File: config.mk
export PLATFORM = sky130hd
export DESIGN_NAME = mem_access_ctrl_flat
export DESIGN_NICKNAME = d
export VERILOG_FILES = /design/src/rtl/mem_access_ctrl_if.sv /design/src/rtl/mem_access_ctrl.sv /design/src/flat_wrapper.sv
export SDC_FILE = /design/constraint.sdc
export NUM_CORES = 1
export LEC_CHECK = 0
export CORE_MARGIN = 8
export CORE_UTILIZATION = 50
export CTS_BUF_LIST = sky130_fd_sc_hd__clkbuf_8
export DETAILED_ROUTE_END_ITERATION = 7
export PLACE_DENSITY_LB_ADDON = 0.25
export SYNTH_ARGS = -nofsm -noshare
export SYNTH_HDL_FRONTEND = slang
export SYNTH_SLANG_ARGS = --single-unit
File: constraint.sdc
create_clock -name clk -period 3.6 [get_ports clk]
set_input_delay 0.54 -clock clk [delete_from_list [all_inputs] [get_ports clk]]
set_output_delay 0.54 -clock clk [all_outputs]
set_load 0.02 [all_outputs]
File: src/rtl/mem_access_ctrl_if.sv
// Request/response and Datmem bus for the load/store controller.
interface mem_access_ctrl_if #(parameter int AWIDTH = 32);
  logic              ReqValid;
  logic              ReqReady;
  logic              ReqWrite;
  logic [1:0]        ReqSize;
  logic              ReqSigned;
  logic [AWIDTH-1:0] ReqAddr;
  logic [AWIDTH-1:0] ReqWData;
  logic              RspValid;
  logic [AWIDTH-1:0] RspData;
  logic              RspFault;
  logic [AWIDTH-1:0] MemAddr;
  logic              MemWE;
  logic [AWIDTH-1:0] MemWData;
  logic [AWIDTH-1:0] MemRData;

  // master: execute stage plus Datmem; slave: the controller
  modport master (
    output ReqValid, ReqWrite, ReqSize, ReqSigned, ReqAddr, ReqWData, MemRData,
    input  ReqReady, RspValid, RspData, RspFault, MemAddr, MemWE, MemWData
  );
  modport slave (
    input  ReqValid, ReqWrite, ReqSize, ReqSigned, ReqAddr, ReqWData, MemRData,
    output ReqReady, RspValid, RspData, RspFault, MemAddr, MemWE, MemWData
  );
endinterface

File: src/rtl/mem_access_ctrl.sv
// Byte/half/word load-store controller in front of a word-indexed data memory.
// Sub-word stores go through read-modify-write; every output is a flop.
module mem_access_ctrl #(
  parameter int AWIDTH  = 32,
  parameter int ALENGTH = 128
) (
  input  logic               clk,
  input  logic               rst,
  mem_access_ctrl_if.slave   bus
);
  typedef enum logic [2:0] {IDLE, ACCESS, RMW_RD, RMW_WR, RESP, FAULT_RSP} state_e;

  localparam logic [1:0] SZ_BYTE = 2'b00, SZ_HALF = 2'b01, SZ_WORD = 2'b10;
  localparam logic [AWIDTH-3:0] ALEN = (AWIDTH-2)'(ALENGTH);

  state_e            state_q, state_d;
  logic              ready_q, ready_d;
  logic              rsp_valid_q, rsp_valid_d;
  logic              rsp_fault_q, rsp_fault_d;
  logic [AWIDTH-1:0] rsp_data_q, rsp_data_d;
  logic [AWIDTH-1:0] mem_addr_q, mem_addr_d;
  logic              mem_we_q, mem_we_d;
  logic [AWIDTH-1:0] mem_wdata_q, mem_wdata_d;
  logic [AWIDTH-1:0] addr_q, addr_d;
  logic [AWIDTH-1:0] wdata_q, wdata_d;
  logic [1:0]        size_q, size_d;
  logic              write_q, write_d;
  logic              signed_q, signed_d;
  logic              fault;
  logic [AWIDTH-1:0] merged;

  function automatic logic [AWIDTH-1:0] load_ext(input logic [AWIDTH-1:0] w,
      input logic [1:0] off, input logic [1:0] sz, input logic sg);
    logic [7:0]  b;
    logic [15:0] h;
    b = w[{off, 3'b000} +: 8];
    h = w[{off[1], 4'b0000} +: 16];
    case (sz)
      SZ_BYTE: return {{(AWIDTH-8){sg & b[7]}}, b};
      SZ_HALF: return {{(AWIDTH-16){sg & h[15]}}, h};
      default: return w;
    endcase
  endfunction

  always_comb begin
    fault = (bus.ReqAddr[AWIDTH-1:2] >= ALEN) || (bus.ReqSize == 2'b11) ||
            (bus.ReqSize == SZ_HALF && bus.ReqAddr[0]) ||
            (bus.ReqSize == SZ_WORD && bus.ReqAddr[1:0] != 2'b00);
    // new lane spliced into the word read during RMW_RD
    merged = bus.MemRData;
    if (size_q == SZ_BYTE) merged[{addr_q[1:0], 3'b000} +: 8]  = wdata_q[7:0];
    else                   merged[{addr_q[1],  4'b0000} +: 16] = wdata_q[15:0];
  end

  always_comb begin
    state_d     = state_q;
    ready_d     = 1'b0;
    rsp_valid_d = 1'b0;
    rsp_fault_d = 1'b0;
    rsp_data_d  = '0;
    mem_addr_d  = '0;
    mem_we_d    = 1'b0;
    mem_wdata_d = '0;
    addr_d      = addr_q;
    wdata_d     = wdata_q;
    size_d      = size_q;
    write_d     = write_q;
    signed_d    = signed_q;
    case (state_q)
      IDLE: begin
        ready_d = 1'b1;
        if (bus.ReqValid) begin
          addr_d   = bus.ReqAddr;
          wdata_d  = bus.ReqWData;
          size_d   = bus.ReqSize;
          write_d  = bus.ReqWrite;
          signed_d = bus.ReqSigned;
          ready_d  = 1'b0;
          if (fault) begin
            state_d     = FAULT_RSP;
            rsp_valid_d = 1'b1;
            rsp_fault_d = 1'b1;
          end else begin
            mem_addr_d = {2'b00, bus.ReqAddr[AWIDTH-1:2]};
            if (bus.ReqWrite && bus.ReqSize != SZ_WORD) begin
              state_d = RMW_RD;
            end else begin
              state_d     = ACCESS;
              mem_we_d    = bus.ReqWrite;
              mem_wdata_d = bus.ReqWrite ? bus.ReqWData : '0;
            end
          end
        end
      end
      ACCESS: begin
        state_d     = RESP;
        rsp_valid_d = 1'b1;
        rsp_data_d  = write_q ? '0 : load_ext(bus.MemRData, addr_q[1:0], size_q, signed_q);
      end
      RMW_RD: begin
        state_d     = RMW_WR;
        mem_addr_d  = {2'b00, addr_q[AWIDTH-1:2]};
        mem_we_d    = 1'b1;
        mem_wdata_d = merged;
      end
      RMW_WR: begin
        state_d     = RESP;
        rsp_valid_d = 1'b1;
      end
      default: begin
        state_d = IDLE;
        ready_d = 1'b1;
      end
    endcase
  end

  always_ff @(posedge clk) begin
    if (rst) begin
      state_q     <= IDLE;
      ready_q     <= 1'b1;
      rsp_valid_q <= 1'b0;
      rsp_fault_q <= 1'b0;
      rsp_data_q  <= '0;
      mem_addr_q  <= '0;
      mem_we_q    <= 1'b0;
      mem_wdata_q <= '0;
      addr_q      <= '0;
      wdata_q     <= '0;
      size_q      <= '0;
      write_q     <= 1'b0;
      signed_q    <= 1'b0;
    end else begin
      state_q     <= state_d;
      ready_q     <= ready_d;
      rsp_valid_q <= rsp_valid_d;
      rsp_fault_q <= rsp_fault_d;
      rsp_data_q  <= rsp_data_d;
      mem_addr_q  <= mem_addr_d;
      mem_we_q    <= mem_we_d;
      mem_wdata_q <= mem_wdata_d;
      addr_q      <= addr_d;
      wdata_q     <= wdata_d;
      size_q      <= size_d;
      write_q     <= write_d;
      signed_q    <= signed_d;
    end
  end

  assign bus.ReqReady = ready_q;
  assign bus.RspValid = rsp_valid_q;
  assign bus.RspFault = rsp_fault_q;
  assign bus.RspData  = rsp_data_q;
  assign bus.MemAddr  = mem_addr_q;
  assign bus.MemWE    = mem_we_q;
  assign bus.MemWData = mem_wdata_q;
endmodule

File: src/flat_wrapper.sv
// flat-port wrapper written by rule: the top's interface ports become plain ports
module mem_access_ctrl_flat 
#(
  parameter int AWIDTH  = 32,
  parameter int ALENGTH = 128
)
  (clk, rst, bus_ReqValid, bus_ReqWrite, bus_ReqSize, bus_ReqSigned, bus_ReqAddr, bus_ReqWData, bus_MemRData, bus_ReqReady, bus_RspValid, bus_RspData, bus_RspFault, bus_MemAddr, bus_MemWE, bus_MemWData);
  mem_access_ctrl_if #(.AWIDTH(AWIDTH)) bus_i ();
  input  logic clk;
  input  logic rst;
  input wire logic [$bits(bus_i.ReqValid)-1:0] bus_ReqValid;
  input wire logic [$bits(bus_i.ReqWrite)-1:0] bus_ReqWrite;
  input wire logic [$bits(bus_i.ReqSize)-1:0] bus_ReqSize;
  input wire logic [$bits(bus_i.ReqSigned)-1:0] bus_ReqSigned;
  input wire logic [$bits(bus_i.ReqAddr)-1:0] bus_ReqAddr;
  input wire logic [$bits(bus_i.ReqWData)-1:0] bus_ReqWData;
  input wire logic [$bits(bus_i.MemRData)-1:0] bus_MemRData;
  output wire logic [$bits(bus_i.ReqReady)-1:0] bus_ReqReady;
  output wire logic [$bits(bus_i.RspValid)-1:0] bus_RspValid;
  output wire logic [$bits(bus_i.RspData)-1:0] bus_RspData;
  output wire logic [$bits(bus_i.RspFault)-1:0] bus_RspFault;
  output wire logic [$bits(bus_i.MemAddr)-1:0] bus_MemAddr;
  output wire logic [$bits(bus_i.MemWE)-1:0] bus_MemWE;
  output wire logic [$bits(bus_i.MemWData)-1:0] bus_MemWData;
  assign bus_i.ReqValid = bus_ReqValid;
  assign bus_i.ReqWrite = bus_ReqWrite;
  assign bus_i.ReqSize = bus_ReqSize;
  assign bus_i.ReqSigned = bus_ReqSigned;
  assign bus_i.ReqAddr = bus_ReqAddr;
  assign bus_i.ReqWData = bus_ReqWData;
  assign bus_i.MemRData = bus_MemRData;
  assign bus_ReqReady = bus_i.ReqReady;
  assign bus_RspValid = bus_i.RspValid;
  assign bus_RspData = bus_i.RspData;
  assign bus_RspFault = bus_i.RspFault;
  assign bus_MemAddr = bus_i.MemAddr;
  assign bus_MemWE = bus_i.MemWE;
  assign bus_MemWData = bus_i.MemWData;
  mem_access_ctrl #(.AWIDTH(AWIDTH), .ALENGTH(ALENGTH)) u_core (.clk(clk), .rst(rst), .bus(bus_i));
endmodule
# [After elaboration in Yosys (flattened, before gate mapping)]
# Index checks and enable logic that the tools add are counted.
[word_totals] inputBits=103 output_inout_bits=100 wordCells=74 ff_bits=155
[classes] n_addsub=2 n_eq_ne=9 muxes=25 n_lt_le_gt_ge=1 shift=6 bitwise=4 reduce_logical=14
[ops] cell="$mux W32" count=6
[ops] cell="$pmux W32 S2" count=3
[ops] cell="$bwmux W32" count=2
[ops] cell="$shift A16 B7 Y32 const A" count=1
[ops] cell="$shift A8 B7 Y32 const A" count=1
[ops] cell="$shiftx A16 B7 Y32" count=1
[ops] cell="$shiftx A32 B6 Y16" count=1
[ops] cell="$shiftx A32 B6 Y8" count=1
[ops] cell="$shiftx A8 B7 Y32" count=1
[ops] cell="$ge A30 B8 Y1 const B" count=1
[ops] cell="$mux W30" count=1
[ops] cell="$neg A5 Y7" count=2
[ops] cell="$pmux W3 S3" count=1
[ops] cell="$eq A3 B2 Y1 const B" count=2
[ops] cell="$mux W1" count=6
[ops] cell="$mux W3" count=2
[ops] cell="$pmux W1 S2" count=3
[ops] cell="$reduce_or A3 Y1" count=2
[ops] cell="$eq A2 B1 Y1 const B" count=2
[ops] cell="$eq A2 B2 Y1 const B" count=2
[ops] cell="$ne A2 B2 Y1 const B" count=2
[ops] cell="$reduce_or A2 Y1" count=2
[ops] cell="$eq A3 B1 Y1 const B" count=1
[ops] cell="$logic_and A1 B1 Y1" count=3
[ops] cell="other kinds (8)" count=12

# [Logic depth before layout (Yosys ltp)]
[logic_depth] depth_word=7 ltp_mapped=8 mapped_depth_nobuf=6

# [Worst setup path after synthesis]
# No wires, ideal clock.
[synth_path] path_type="flip-flop to flip-flop" from="register u_core.addr_q[0]" to="register u_core.mem_wdata_q[11], in the netlist u_core.bus.MemWData[11]" period_less_slack_ps=2062 stages_incl_launch_ff=9 n_path_buf=2 setup_time_ps=117 path_slack_ps=1538 required_time_ps=3483 arrival_ps=1945 cell_sequence="dfxtp_1 -> clkbuf_1 -> inv_1 -> ha_1 -> and4b_1 -> clkbuf_1 -> a221oi_1 -> a21oi_1 -> a22o_1"
[synth_between] elab_chain_cells=5 word_cells_on_any_way=6 classes_between="add/sub: 1; shift: 2; mux: 3"
[synth_rtl] item="start, declared" line="mem_access_ctrl.sv:24" rtl="logic [AWIDTH-1:0] addr_q, addr_d;"
[synth_rtl] item="start signal, assigned" line="mem_access_ctrl.sv:141" rtl="addr_q <= addr_d;"
[synth_rtl] item="$neg A5 Y7 (*)" line="mem_access_ctrl.sv:51" rtl="if (size_q == SZ_BYTE) merged[{addr_q[1:0], 3'b000} +: 8] = wdata_q[7:0];"
[synth_rtl] item="$shiftx A8 B7 Y32 / $shift A8 B7 Y32 (equally long branches)" line="mem_access_ctrl.sv:51"
[synth_rtl] item="$bwmux W32 (*)" line="mem_access_ctrl.sv:51"
[synth_rtl] item="$mux W32 (*)" line="mem_access_ctrl.sv:51"
[synth_rtl] item="$pmux W32 S2 (*)" line="mem_access_ctrl.sv:69" rtl="case (state_q)"
[synth_rtl] item="end signal, assigned" line="mem_access_ctrl.sv:140" rtl="mem_wdata_q <= mem_wdata_d;"
[synth_rtl] item="end, declared" line="mem_access_ctrl.sv:23" rtl="logic [AWIDTH-1:0] mem_wdata_q, mem_wdata_d;"
# Mark *: on every way between the ends. The rest lies on a longest branch, timed or not.
# A chain may end at the register's enable or synchronous reset.

# [Worst setup path after layout]
[layout_path] from="register u_core.addr_q[0]" to="register u_core.mem_wdata_q[22], in the netlist u_core.bus.MemWData[22]"
# The elaborated chain is that of the path after synthesis.

==> reports/qor.txt <==
Vias in the first global route = 5,938
Core area = 12,000 sq um
CTS H-tree depth = 4
Final period util = 0.812
Worst-margin pin slew = 1.24 ns
Residual DRC count = 0
Global-route usage over all layers = 0.246
CP Cell Sequence = inv_1, ha_1, nor4bb_1, a221oi_1, a21oi_1, a22o_1
Avg WL per Cell = 19.8 um
CTS Hold Buffers Added = 0
Total CTS buffers = 17
Status = completed
Synth top area share = 0.499
Hold Path Stages = 3
Starting Density = 0.511
# port buffers = 200
Hold Startpoint = rst
Layout cells sized above 1 = 0.0663
Layout Utilization = 0.718
Critical path type = reg2reg
Worst vdd ir = 0.368 mV
Final ANT Viol Nets = 0
Yosys reg bits = 153
Chip height = 127 um
DP HPWL = 14.6 mm
Post-synthesis sequential area ratio = 0.499
TritonCTS clock tree = built
Sink count of the clock tree = 153
Multi-input logic area = 2830 sq um
Worst r2r src = u_core.addr_q[0]
Mapped Cells = 672
Cell taking the most area after synthesis = dfxtp_1
Hold Fails Final Rpt = 0
Ant diodes = 0
GRT overflow = 0
Hold Path End = u_core.bus.ReqReady
Synthesized area = 6140 sq um
Vias = 5,922
FMAX = 0.342 GHz
P per Cell Area = 437 nW/um^2
Top FF cell, synth = dfxtp_1
Largest net degree at the start of global routing = 59
Slowest cell delay on critical path = 1.05 ns
# rows = 40
Slew headroom = 0.163
Die area = 16,100 sq um
Syn_area_per_cell = 9.13 sq um
Reg2Reg Depth = 6
Critical path startpoint category = flop
CTS resizes = 0
Iteration-0 DRC Markers = 446
HP Class = in2reg
Max Cap Viol = 0
Synth unique cells = 49
Synth Warn # = 0
First-pass DRT Iterations = 7
Area growth syn-to-layout = 40.5%
Initial antenna violation count = 0
TNS Setup = 0 ns
Setup Skew = 0.00726 ns
Width of the die = 127 um
Area contributors post-synth = dfxtp_1 50%, a21oi_1 8.0%, nand2_1 7.9%
Worst skew pair latency = 0.45 ns
Async SR Flop Fraction = 0
Unrepaired setup endpoints after global routing = false
Total wire length = 19.9 mm
Gp weighted congestion = 0.884
Terminus of the critical flop-to-flop path = u_core.bus.MemWData[22]
Tot Pwr = 3.77 mW
EDFF count, synth = 0
Ports = 203
Filler Cells Inserted = 962
Min Tclk post-route = 2.92 ns
Leak Pwr = 3.18 nW
Setup Viol. Count Final = 0
Post-CTS setup buffers = 0
WP data arrival = 3.31 ns
Slowest stage cell, crit path = nor4bb_1
Placed insts = 975
R2R setup slack = 0.68 ns
Critical path fanouts, max = 15
Worst setup EP type = flop
Max Buffers Root-to-Sink = 2
Reg clk slew, reported paths = 0.08 ns
Drt via density = 5.88
First-pass GRT wire length = 31.5 mm
Slew Viols, Final = 0
Worst EP required = 3.99 ns
Non-filler cells, final = 1,007
Storage cell area = 3060 sq um
Root Driver = clkbuf_8
Final #Nets = 955
-- per-stage QoR --
stage / hold slack, ns / cell area (sq um) / setup WS, ns
2_1_floorplan: 0.430 / 6140 / 1.54
3_3_place_gp: 0.438 / 8180 / 1.01
3_5_place_dp: 0.444 / 8180 / 0.868
4_1_cts: 0.363 / 8620 / 0.814
5_1_grt: 0.422 / 8620 / 0.480
6_report: 0.390 / 8620 / 0.676
-- per-layer routing --
metal | up-vias | wire [um] | track usage
li1 | 2777 | - | -
met1 | 2792 | 7530 | 0.266
met2 | 303 | 9860 | 0.429
met3 | 50 | 1950 | 0.0863
met4 | 0 | 567 | 0.101
met5 | - | 0 | 0
-- kinds of logic (layout without fill, tap and decap cells) --
kind of cell / Yosys count / in the layout / share of synthesized area
flops: 153 / 153 / 0.499
buf+inv: 63 / 250 / 0.0422
fa+ha+maj: 5 / 5 / 0.0102
simple gates: 216 / 216 / 0.169
other cells: 1 / 2 / 0.000611
compound gates: 196 / 196 / 0.215
mux: 38 / 38 / 0.0636
-- registers in the layout, summed over array words and instances, names as in the netlist --
name and count:
u_core.addr_q 32, u_core.bus.MemAddr 30, u_core.bus.MemWData 32, u_core.bus.MemWE 1, u_core.bus.ReqReady 1, u_core.bus.RspData 32, u_core.bus.RspFault 1, u_core.bus.RspValid 1
u_core.signed_q 1, u_core.size_q 2, u_core.state_q 3, u_core.wdata_q 16, u_core.write_q 1
-- worst max-delay path by stage --
stage	startpoint	endpoint	slack [ns]	cells past startpoint
final	u_core.addr_q[0]	u_core.bus.MemWData[22]	0.68	6
after global routing	u_core.addr_q[0]	u_core.bus.MemWData[20]	0.48	6
after CTS	u_core.addr_q[0]	u_core.bus.MemWData[22]	0.81	6
after detailed placement	u_core.addr_q[0]	u_core.bus.MemWData[22]	0.87	6
after global placement	bus_ReqAddr[31]	u_core.bus.MemWData[10]	1.01	6
after floorplan	u_core.addr_q[0]	u_core.bus.MemWData[11]	1.54	8
-- area by class of cell --
class	count	area share
multi-input combinational	457	0.328
clock buffer	21	0.0335
timing repair buffer	210	0.240
tap	147	0.0213
sequential	153	0.355
inverter	8	0.00348
clock inverter	11	0.0177
-- cell usage in the layout, fill, tap and decap left out, types with 2 or more instances in the layout --
cell type,instances
nor2_1,17
bufinv_16,4
nor3_1,5
nor3b_1,2
or3_1,2
clkdlybuf4s50_1,199
o21ai_1,10
mux2_2,8
nand2_1,129
nor4_1,6
conb_1,2
ha_1,5
and3_1,23
nor4bb_1,2
a32oi_1,3
a21oi_1,98
a221oi_1,24
nand3_1,6
inv_1,12
mux2i_1,30
dfxtp_1,152
o211ai_1,6
o21ai_0,2
a221o_1,7
o31ai_1,2
a22o_1,30
a222oi_1,7
clkinv_2,2
clkbuf_8,21
nor2b_1,4
buf_4,10
nand3b_1,5
nand2b_1,2
-- power breakdown --
| part | switching [mW] | leakage, nW | internal [mW] |
|---|---|---|---|
| combinational | 0.301 | 1.70 | 0.248 |
| sequential | 0.0555 | 1.24 | 1.74 |
| clock | 0.601 | 0.237 | 0.817 |
| total | 0.958 | 3.18 | 2.81 |
-- synthesized netlist by cell type (all sizes together), types with 2 or more instances --
cell type and n:
nor3 6, dfxtp 153, o21ai 12, nor4 7, a32oi 3, nor4b 2, ha 5, mux2i 30
nor4bb 2, nand3 7, clkbuf 45, mux2 8, a221oi 24, nand3b 5, a22o 30, nand2b 2
a221o 7, or3 2, o211ai 6, a21oi 98, a222oi 7, buf 10, inv 8, o31ai 2
or2 2, and3 23, nor2b 4, nor2 17, nand2 129, nor3b 2, or4b 2
-- critical path, delay by kind of cell (launching register included) --
family,cells,cell delay [ns]
AO/OA/AOI/OAI,3,0.63
adder cells (fa/ha/maj),1,0.37
buffers and inverters,1,0.19
flip-flops,1,0.63
AND/OR/NAND/NOR,1,1.05
Power figures use the tool's default switching activity.
